==> config.mk <==
export PLATFORM = sky130hd
export DESIGN_NAME = bram_result_reader_flat
export DESIGN_NICKNAME = d
export VERILOG_FILES = /design/src/rtl/bram_rd_pkg.sv /design/src/rtl/bram_result_reader_if.sv /design/src/rtl/result_fifo2.sv /design/src/rtl/bram_result_reader.sv /design/src/flat_wrapper.sv
export SDC_FILE = /design/constraint.sdc
export NUM_CORES = 1
export LEC_CHECK = 0
export ABC_AREA = 1
export ABC_CLOCK_PERIOD_IN_PS = 2750
export CAP_MARGIN = 20
export CORE_ASPECT_RATIO = 1.25
export CORE_MARGIN = 2
export CORE_UTILIZATION = 50
export DETAILED_ROUTE_END_ITERATION = 12
export GPL_TIMING_DRIVEN = 0
export PLACE_DENSITY = 0.8
export SLEW_MARGIN = 30
export SYNTH_ARGS = -nofsm -noshare
export SYNTH_HDL_FRONTEND = slang
export SYNTH_HIERARCHICAL = 1
export SYNTH_SLANG_ARGS = --single-unit
==> constraint.sdc <==
create_clock -name clk -period 2.75 [get_ports clk]
set_clock_uncertainty 0.1 [all_clocks]
set_input_delay 0.4125 -clock clk [delete_from_list [all_inputs] [get_ports clk]]
set_output_delay 0.4125 -clock clk [all_outputs]
set_load 0.005 [all_outputs]
==> src/rtl/bram_rd_pkg.sv <==
// Shared types and defaults for the BRAM1 result reader.
// Holds the state encoding and the read-credit helper.
package bram_rd_pkg;

    localparam int AWIDTH_DEF    = 8;
    localparam int DWIDTH_DEF    = 64;
    localparam int CNT_WIDTH_DEF = 9;

    typedef enum logic [1:0] {
        IDLE  = 2'd0,
        RUN   = 2'd1,
        DRAIN = 2'd2,
        DONE  = 2'd3
    } state_t;

    // True when the rows already held or in flight, minus the beat leaving now,
    // still leave a free buffer slot for one more read.
    function automatic logic has_credit(input logic [1:0] buf_cnt,
                                        input logic       inflight,
                                        input logic       pop);
        return ({1'b0, buf_cnt} + {2'b00, inflight}) < (3'd2 + {2'b00, pop});
    endfunction

endpackage

==> src/rtl/bram_result_reader_if.sv <==
// Valid/ready result stream carrying one BRAM row per beat.
interface bram_result_reader_if
    import bram_rd_pkg::*;
#(
    parameter int DWIDTH = DWIDTH_DEF
);
    logic              valid;
    logic [DWIDTH-1:0] data;
    logic              last;
    logic              ready;

    modport master (output valid, output data, output last, input ready);
    modport slave  (input valid, input data, input last, output ready);
endinterface

==> src/rtl/result_fifo2.sv <==
// Two-entry FIFO that absorbs the BRAM read latency against stream backpressure.
module result_fifo2
    import bram_rd_pkg::*;
#(
    parameter int DWIDTH = DWIDTH_DEF
) (
    input  logic              clk,
    input  logic              reset_n,
    input  logic              push,
    input  logic [DWIDTH-1:0] push_data,
    input  logic              pop,
    output logic [DWIDTH-1:0] head,
    output logic              empty,
    output logic              full,
    output logic [1:0]        count
);
    logic [DWIDTH-1:0] mem_r [2];
    logic              wr_ptr_r;
    logic              rd_ptr_r;
    logic [1:0]        count_r;
    logic              do_push_s;
    logic              do_pop_s;

    assign empty     = (count_r == 2'd0);
    assign full      = (count_r == 2'd2);
    assign count     = count_r;
    assign head      = mem_r[rd_ptr_r];
    assign do_pop_s  = pop & ~empty;
    assign do_push_s = push & (~full | do_pop_s);

    // Storage, pointers and occupancy.
    always_ff @(posedge clk or negedge reset_n) begin
        if (!reset_n) begin
            mem_r[0] <= {DWIDTH{1'b0}};
            mem_r[1] <= {DWIDTH{1'b0}};
            wr_ptr_r <= 1'b0;
            rd_ptr_r <= 1'b0;
            count_r  <= 2'd0;
        end else begin
            if (do_push_s) begin
                mem_r[wr_ptr_r] <= push_data;
                wr_ptr_r        <= ~wr_ptr_r;
            end
            if (do_pop_s) begin
                rd_ptr_r <= ~rd_ptr_r;
            end
            case ({do_push_s, do_pop_s})
                2'b10:   count_r <= count_r + 2'd1;
                2'b01:   count_r <= count_r - 2'd1;
                default: count_r <= count_r;
            endcase
        end
    end
endmodule

==> src/rtl/bram_result_reader.sv <==
// Walks a block of BRAM1 rows and streams them out, throttling reads so the
// two-entry buffer can never overflow under backpressure.
module bram_result_reader
    import bram_rd_pkg::*;
#(
    parameter int AWIDTH    = AWIDTH_DEF,
    parameter int DWIDTH    = DWIDTH_DEF,
    parameter int CNT_WIDTH = CNT_WIDTH_DEF
) (
    input  logic                 clk,
    input  logic                 reset_n,
    input  logic                 start_i,
    input  logic [AWIDTH-1:0]    base_addr_i,
    input  logic [CNT_WIDTH-1:0] rd_count_i,
    output logic                 idle_o,
    output logic                 busy_o,
    output logic                 done_o,
    output logic [AWIDTH-1:0]    addr_o,
    output logic                 ce_o,
    output logic                 we_o,
    output logic [DWIDTH-1:0]    d_o,
    input  logic [DWIDTH-1:0]    q_i,
    bram_result_reader_if.master m
);
    localparam logic [CNT_WIDTH-1:0] CNT_ONE = CNT_WIDTH'(1);

    state_t               state_r;
    state_t               state_s;
    logic [AWIDTH-1:0]    base_r;
    logic [CNT_WIDTH-1:0] count_r;
    logic [CNT_WIDTH-1:0] issued_r;
    logic [CNT_WIDTH-1:0] sent_r;
    logic                 inflight_r;
    logic                 start_ok_s;
    logic                 pop_s;
    logic                 issue_s;
    logic                 last_issue_s;
    logic                 last_beat_s;
    logic                 buf_empty_s;
    logic                 buf_full_s;
    logic [1:0]           buf_cnt_s;
    logic [DWIDTH-1:0]    buf_head_s;

    assign start_ok_s   = (state_r == IDLE) & start_i;
    assign pop_s        = ~buf_empty_s & m.ready;
    assign issue_s      = (state_r == RUN) & has_credit(buf_cnt_s, inflight_r, pop_s);
    assign last_issue_s = issue_s & (issued_r == count_r - CNT_ONE);
    assign last_beat_s  = ~buf_empty_s & (sent_r == count_r - CNT_ONE);

    assign idle_o  = (state_r == IDLE);
    assign busy_o  = (state_r == RUN) | (state_r == DRAIN);
    assign done_o  = (state_r == DONE);
    assign addr_o  = AWIDTH'(base_r + issued_r);
    assign ce_o    = issue_s;
    assign we_o    = 1'b0;
    assign d_o     = {DWIDTH{1'b0}};
    assign m.valid = ~buf_empty_s;
    assign m.data  = buf_head_s;
    assign m.last  = last_beat_s;

    // State register.
    always_ff @(posedge clk or negedge reset_n) begin
        if (!reset_n) begin
            state_r <= IDLE;
        end else begin
            state_r <= state_s;
        end
    end

    // Next-state decode.
    always_comb begin
        state_s = state_r;
        case (state_r)
            IDLE: begin
                if (start_i) begin
                    state_s = (rd_count_i != {CNT_WIDTH{1'b0}}) ? RUN : DONE;
                end else begin
                    state_s = IDLE;
                end
            end
            RUN: begin
                if (last_issue_s) begin
                    state_s = DRAIN;
                end else begin
                    state_s = RUN;
                end
            end
            DRAIN: begin
                if (pop_s & last_beat_s) begin
                    state_s = DONE;
                end else begin
                    state_s = DRAIN;
                end
            end
            DONE:    state_s = IDLE;
            default: state_s = IDLE;
        endcase
    end

    // Operand capture, issue/beat counters and the one-cycle read-latency flag.
    always_ff @(posedge clk or negedge reset_n) begin
        if (!reset_n) begin
            base_r     <= {AWIDTH{1'b0}};
            count_r    <= {CNT_WIDTH{1'b0}};
            issued_r   <= {CNT_WIDTH{1'b0}};
            sent_r     <= {CNT_WIDTH{1'b0}};
            inflight_r <= 1'b0;
        end else begin
            inflight_r <= issue_s;
            if (start_ok_s) begin
                base_r   <= base_addr_i;
                count_r  <= rd_count_i;
                issued_r <= {CNT_WIDTH{1'b0}};
                sent_r   <= {CNT_WIDTH{1'b0}};
            end else begin
                if (issue_s) begin
                    issued_r <= issued_r + CNT_ONE;
                end
                if (pop_s) begin
                    sent_r <= sent_r + CNT_ONE;
                end
            end
        end
    end

    result_fifo2 #(.DWIDTH(DWIDTH)) u_fifo (
        .clk       (clk),
        .reset_n   (reset_n),
        .push      (inflight_r),
        .push_data (q_i),
        .pop       (pop_s),
        .head      (buf_head_s),
        .empty     (buf_empty_s),
        .full      (buf_full_s),
        .count     (buf_cnt_s)
    );

    logic unused_s;
    assign unused_s = buf_full_s;
endmodule

==> src/flat_wrapper.sv <==
// flat-port wrapper written by rule: the top's interface ports become plain ports
module bram_result_reader_flat import bram_rd_pkg::*;
#(
    parameter int AWIDTH    = AWIDTH_DEF,
    parameter int DWIDTH    = DWIDTH_DEF,
    parameter int CNT_WIDTH = CNT_WIDTH_DEF
)
  (clk, reset_n, start_i, base_addr_i, rd_count_i, idle_o, busy_o, done_o, addr_o, ce_o, we_o, d_o, q_i, m_valid, m_data, m_last, m_ready);
  bram_result_reader_if #(.DWIDTH(DWIDTH)) m_i ();
  input  logic clk;
  input  logic reset_n;
  input  logic start_i;
  input  logic [AWIDTH-1:0] base_addr_i;
  input  logic [CNT_WIDTH-1:0] rd_count_i;
  output logic idle_o;
  output logic busy_o;
  output logic done_o;
  output logic [AWIDTH-1:0] addr_o;
  output logic ce_o;
  output logic we_o;
  output logic [DWIDTH-1:0] d_o;
  input  logic [DWIDTH-1:0] q_i;
  output wire logic [$bits(m_i.valid)-1:0] m_valid;
  output wire logic [$bits(m_i.data)-1:0] m_data;
  output wire logic [$bits(m_i.last)-1:0] m_last;
  input wire logic [$bits(m_i.ready)-1:0] m_ready;
  assign m_valid = m_i.valid;
  assign m_data = m_i.data;
  assign m_last = m_i.last;
  assign m_i.ready = m_ready;
  bram_result_reader #(.AWIDTH(AWIDTH), .DWIDTH(DWIDTH), .CNT_WIDTH(CNT_WIDTH)) u_core (.clk(clk), .reset_n(reset_n), .start_i(start_i), .base_addr_i(base_addr_i), .rd_count_i(rd_count_i), .idle_o(idle_o), .busy_o(busy_o), .done_o(done_o), .addr_o(addr_o), .ce_o(ce_o), .we_o(we_o), .d_o(d_o), .q_i(q_i), .m(m_i));
endmodule
Word-level counts from Yosys, hierarchy flattened
Cells that the tools add are included.

operators by class
  equality and inequality tests = 8
  reduce and logical (&&, ||, !) cells = 7
  bitwise gates (word level) = 16
  $add $sub $neg = 8
  magnitude comparators = 4
  mux-type cells = 16

operators by type and width
  kind                 count
  $mux 64              4
  $bwmux 128           1
  $demux 64 s1         1
  $mux 9               4
  $add 9x1->9 const B  2
  $eq 9x9->1           2
  $reduce_bool 9->1    1
  $sub 9x1->9 const B  1
  $add 8x8->8          1
  $and 1x1->1          8
  $eq 2x2->1 const B   4
  $pmux 2 s4           1
  $mux 2               3
  $reduce_bool 2->1    3
  $eq 2x1->1 const B   2
  $ge 2x2->1 const B   2
  $logic_not 2->1      2
  $not 1->1            4
  $not 1->2            2
  $pmux 2 s2           1
  $add 2x1->3          1
  $add 2x1->3 const A  1
  $lt 3x3->1           1
  $add 2x1->2 const B  1
  5 further kinds      6

word-level totals
  output and inout port bits = 143
  input bits = 85
  register bits after elaboration = 170

Logic depth before layout (Yosys ltp)
  depth in word-level cells = 9
  mapped depth = 16
  depth with buffers taken out = 15

Hierarchy
Netlist, hierarchy kept.

by module, submodules not included
  module              instances  cells an instance  area each (um^2)
  result_fifo2        1          803                6324.8
  bram_result_reader  1          435                3143.0

Worst setup path before layout
Ideal clock, no wire load.

  kind = reg2out
  from = register u_core.issued_r[0]
  to = output addr_o[6]
  path slack = 632 ps
  cell stages (with the launch flop) = 9
  required time = 2237 ps
  arrival = 1606 ps
  buffers on the path = 0
  path through = dfrtp_1 -> ha_1 -> inv_1 -> fa_1 -> o21ai_0 -> a21oi_1 -> nor2_1 -> nor2_1 -> xnor2_1

between the ends
  word-level cells in the longest chain between the ends = 1

ends and longest elaborated chain
  item                      RTL line                   text
  start: declaration        bram_result_reader.sv:31   logic [CNT_WIDTH-1:0] issued_r;
  start signal: assignment  bram_result_reader.sv:105  issued_r <= {CNT_WIDTH{1'b0}};
  start signal: assignment  bram_result_reader.sv:113  issued_r <= {CNT_WIDTH{1'b0}};
  start signal: assignment  bram_result_reader.sv:117  issued_r <= issued_r + CNT_ONE;
  $add 8x8->8               bram_result_reader.sv:53   assign addr_o = AWIDTH'(base_r + issued_r);
  end: declaration          flat_wrapper.sv:18         output logic [AWIDTH-1:0] addr_o;

No other way between the ends.

Worst setup path in the final report
Ends and elaborated chain as after synthesis.

==> results.yml <==
worst_setup_path:
  ff2ff_setup_slack_ns: 0.54
  worst-path-max-fanout: 2
  critPathCapture: "addr_o[6]"
  critical_path_arrival_ns: 2.11
  cp-end-kind: "output port"
  r2r-end: "u_core/u_fifo/count[1]"
  type_of_element_launching_the_critical_path: "flip-flop"
  timing.critical_path.required_ns: 2.24
  path_class: "reg -> out"
  r2r.worst_path.cells: 13
  reg2reg_from: "u_core/u_fifo/count[1]"
  timing.critical_path.from: "u_core/issued_r[0]"
floorplanning:
  die-height_um: 158
  fp-row-count: 56
  die-width_um: 127
  top_level_ports: 228
  initial_utilization_pct: 50.8
  placeableCoreArea_um2: 18600
  design.die.area_um2: 20100
finish:
  area_growth_pct: 31.6
  fraction_of_the_core_area_covered_by_cells_at_the_end_of_the_flow_pct: 66.8
  layout.filler_cells: 1607
  final_net_count: 1599
  post_route_cells_drive_above_1_share_pct: 15.5
  final_common_cell: "sky130_fd_sc_hd__nand2_1"
  instances_no_fill: 1741
  ff_latch_area_um2: 4260
  antenna_cells_inserted: 0
  multi_input_area_um2: 4420
  most-common-layout-cells: "sky130_fd_sc_hd__nand2_1 (555), sky130_fd_sc_hd__dfrtp_1 (167), sky130_fd_sc_hd__clkdlybuf4s50_1 (156), sky130_fd_sc_hd__nand4_1 (133), sky130_fd_sc_hd__buf_4 (87)"
sta:
  hold_violations: 0
  timing.fmax_mhz: 381
  rsz0062_at_grt: "yes"
  fin_tns_setup_ns: 0
  timing.final.crit_period_ns: 2.63
  slew_violations: 0
  hold_slack_ns: 0.256
  max_slew_margin_pct: 63.7
  timing_worst_slew_pin_value_ns: 0.545
  post_route_fraction_of_the_period_consumed_by_the_critical_path_pct: 95.5
  finalSetupViolCount: 0
global_routing:
  grt_antenna_before_repair: 0
  grt_start_max_net_pins: 84
  track_usage_pct: 26.7
  vias_in_the_first_global_route: 8624
  globalRouteOverflowTotal: 0
  grt_first_pass_wirelength_mm: 42.8
pwr:
  power.share.sequential_pct: 30.5
  switching_share_pct: 42.5
  p_switching_w: 0.00596
  power.combinational.fraction_pct: 52.8
  vdd_drop_max_mv: 0.608
  power_report.internal_total_w: 0.00805
  pwr_density_cell_nw_per_um2: 1130
  leakagePower_nw: 6.58
  power.clock.fraction_pct: 16.8
routing:
  drt_drc_violations_left: 0
  antenna_left: 0
  pre_repair_dr_iteration_count: 5
  routed_wire_length_per_instance_um: 15.1
  route.vias.total: 9177
  routed_wl_mm: 26.3
  detailedRoute.firstIterationViolations: 601
  via_per_inst: 5.27
clock_tree:
  cts_buffers: 17
  clkSlewWorstSetupHoldPaths_ns: 0.07
  numClockSinks: 170
  htree_levels: 4
  max-clock-path-buffers: 2
  worst_skew_pair.late_latency_ns: 0.43
  tritoncts: "done"
  cts_root_buf: "sky130_fd_sc_hd__clkbuf_16"
yosys:
  synth.cell_area_um2: 9460
  synth.yosys.warnings: 6
  postSynthAreaPerCell_um2: 7.65
  synthCells: 1237
placement:
  post-place-cells: 1697
  gp_congestion: 0.912
  io_buffers: 162
  dp_hpwl_mm: 18.7
worst_hold_path:
  worstHoldPathType: "in -> async"
run:
  maxCapViolations: 0
status:
  outcome: "finished clean"
## per-stage QoR
stage,instance area (um^2),power (W),setup WS [ns]
5_1_grt,12500,0.0151,-0.0172
2_1_floorplan,9700,0.00832,0.632
3_3_place_gp,11600,0.0111,-5.78
4_1_cts,12400,0.0139,0.0150
6_report,12500,0.0140,0.123
3_5_place_dp,11700,0.0113,-0.0832
## critical path: stages (launching register included)
cell and delay [ns]:
sky130_fd_sc_hd__dfrtp_1 0.38, sky130_fd_sc_hd__ha_2 0.20, sky130_fd_sc_hd__inv_2 0.04, sky130_fd_sc_hd__fa_2 0.35
sky130_fd_sc_hd__o21ai_2 0.17, sky130_fd_sc_hd__a21oi_2 0.07, sky130_fd_sc_hd__nor2_1 0.09, sky130_fd_sc_hd__nor2_1 0.06
sky130_fd_sc_hd__xnor2_1 0.18, sky130_fd_sc_hd__buf_2 0.15
## worst min-delay path by stage
stage / start / slack [ns] / cells after the start / to
2_1_floorplan: reset_n / 0.02 / 0 / u_core/base_r[0]
3_3_place_gp: u_core/u_fifo/mem_r[28] / 0.35 / 2 / u_core/u_fifo/mem_r[28]
3_5_place_dp: reset_n / 0.11 / 1 / u_core/u_fifo/mem_r[69]
4_1_cts: reset_n / 0.24 / 2 / u_core/u_fifo/mem_r[70]
5_1_grt: reset_n / 0.26 / 2 / u_core/u_fifo/mem_r[70]
6_report: reset_n / 0.26 / 2 / u_core/u_fifo/mem_r[69]
## power groups by stage
| stage | sequential, W | combinational [W] | clock (W) |
|---|---|---|---|
| 2_1_floorplan | 0.00412 | 0.00420 | 0 |
| 3_3_place_gp | 0.00424 | 0.00690 | 0 |
| 3_5_place_dp | 0.00428 | 0.00705 | 0 |
| 4_1_cts | 0.00423 | 0.00726 | 0.00239 |
| 5_1_grt | 0.00439 | 0.00825 | 0.00248 |
| 6_report | 0.00427 | 0.00740 | 0.00235 |
## sequential cells by signal, indices dropped and copies added, names as in the netlist
name                    count
u_core/u_fifo/wr_ptr_r      1
u_core/count_r              9
u_core/u_fifo/count         2
u_core/state_r              2
u_core/u_fifo/rd_ptr_r      1
u_core/sent_r               9
u_core/inflight_r           1
u_core/base_r               8
u_core/issued_r             9
u_core/u_fifo/mem_r       128
## metal layers
layer	vias up	wire length, um	global-route usage (%)
li1	4411	-	-
met1	4354	10400	32.7
met2	360	13600	47.5
met3	52	1690	4.70
met4	0	611	9.31
met5	-	0	0
## layout make-up
class / instances / area share (%)
clock inverter: 15 / 1.20
sequential: 170 / 34.2
clock buffer: 17 / 3.42
tap: 232 / 2.33
timing repair buffer: 177 / 14.2
inverter: 60 / 1.81
multi-input combinational: 930 / 35.5
buffer: 140 / 7.41
## repair_timing
| item | 4_1_cts | 5_1_grt |
|---|---|---|
| resized for setup | 26 | 26 |
| endpoints found under the setup margin | 30 | 48 |
| hold buffers | 1 | 0 |
| endpoints found under the hold margin | 87 | 0 |
| pin swaps | 4 | 5 |
| buffers inserted | 9 | 3 |
Note: power is estimated with default switching activity, not from simulation.
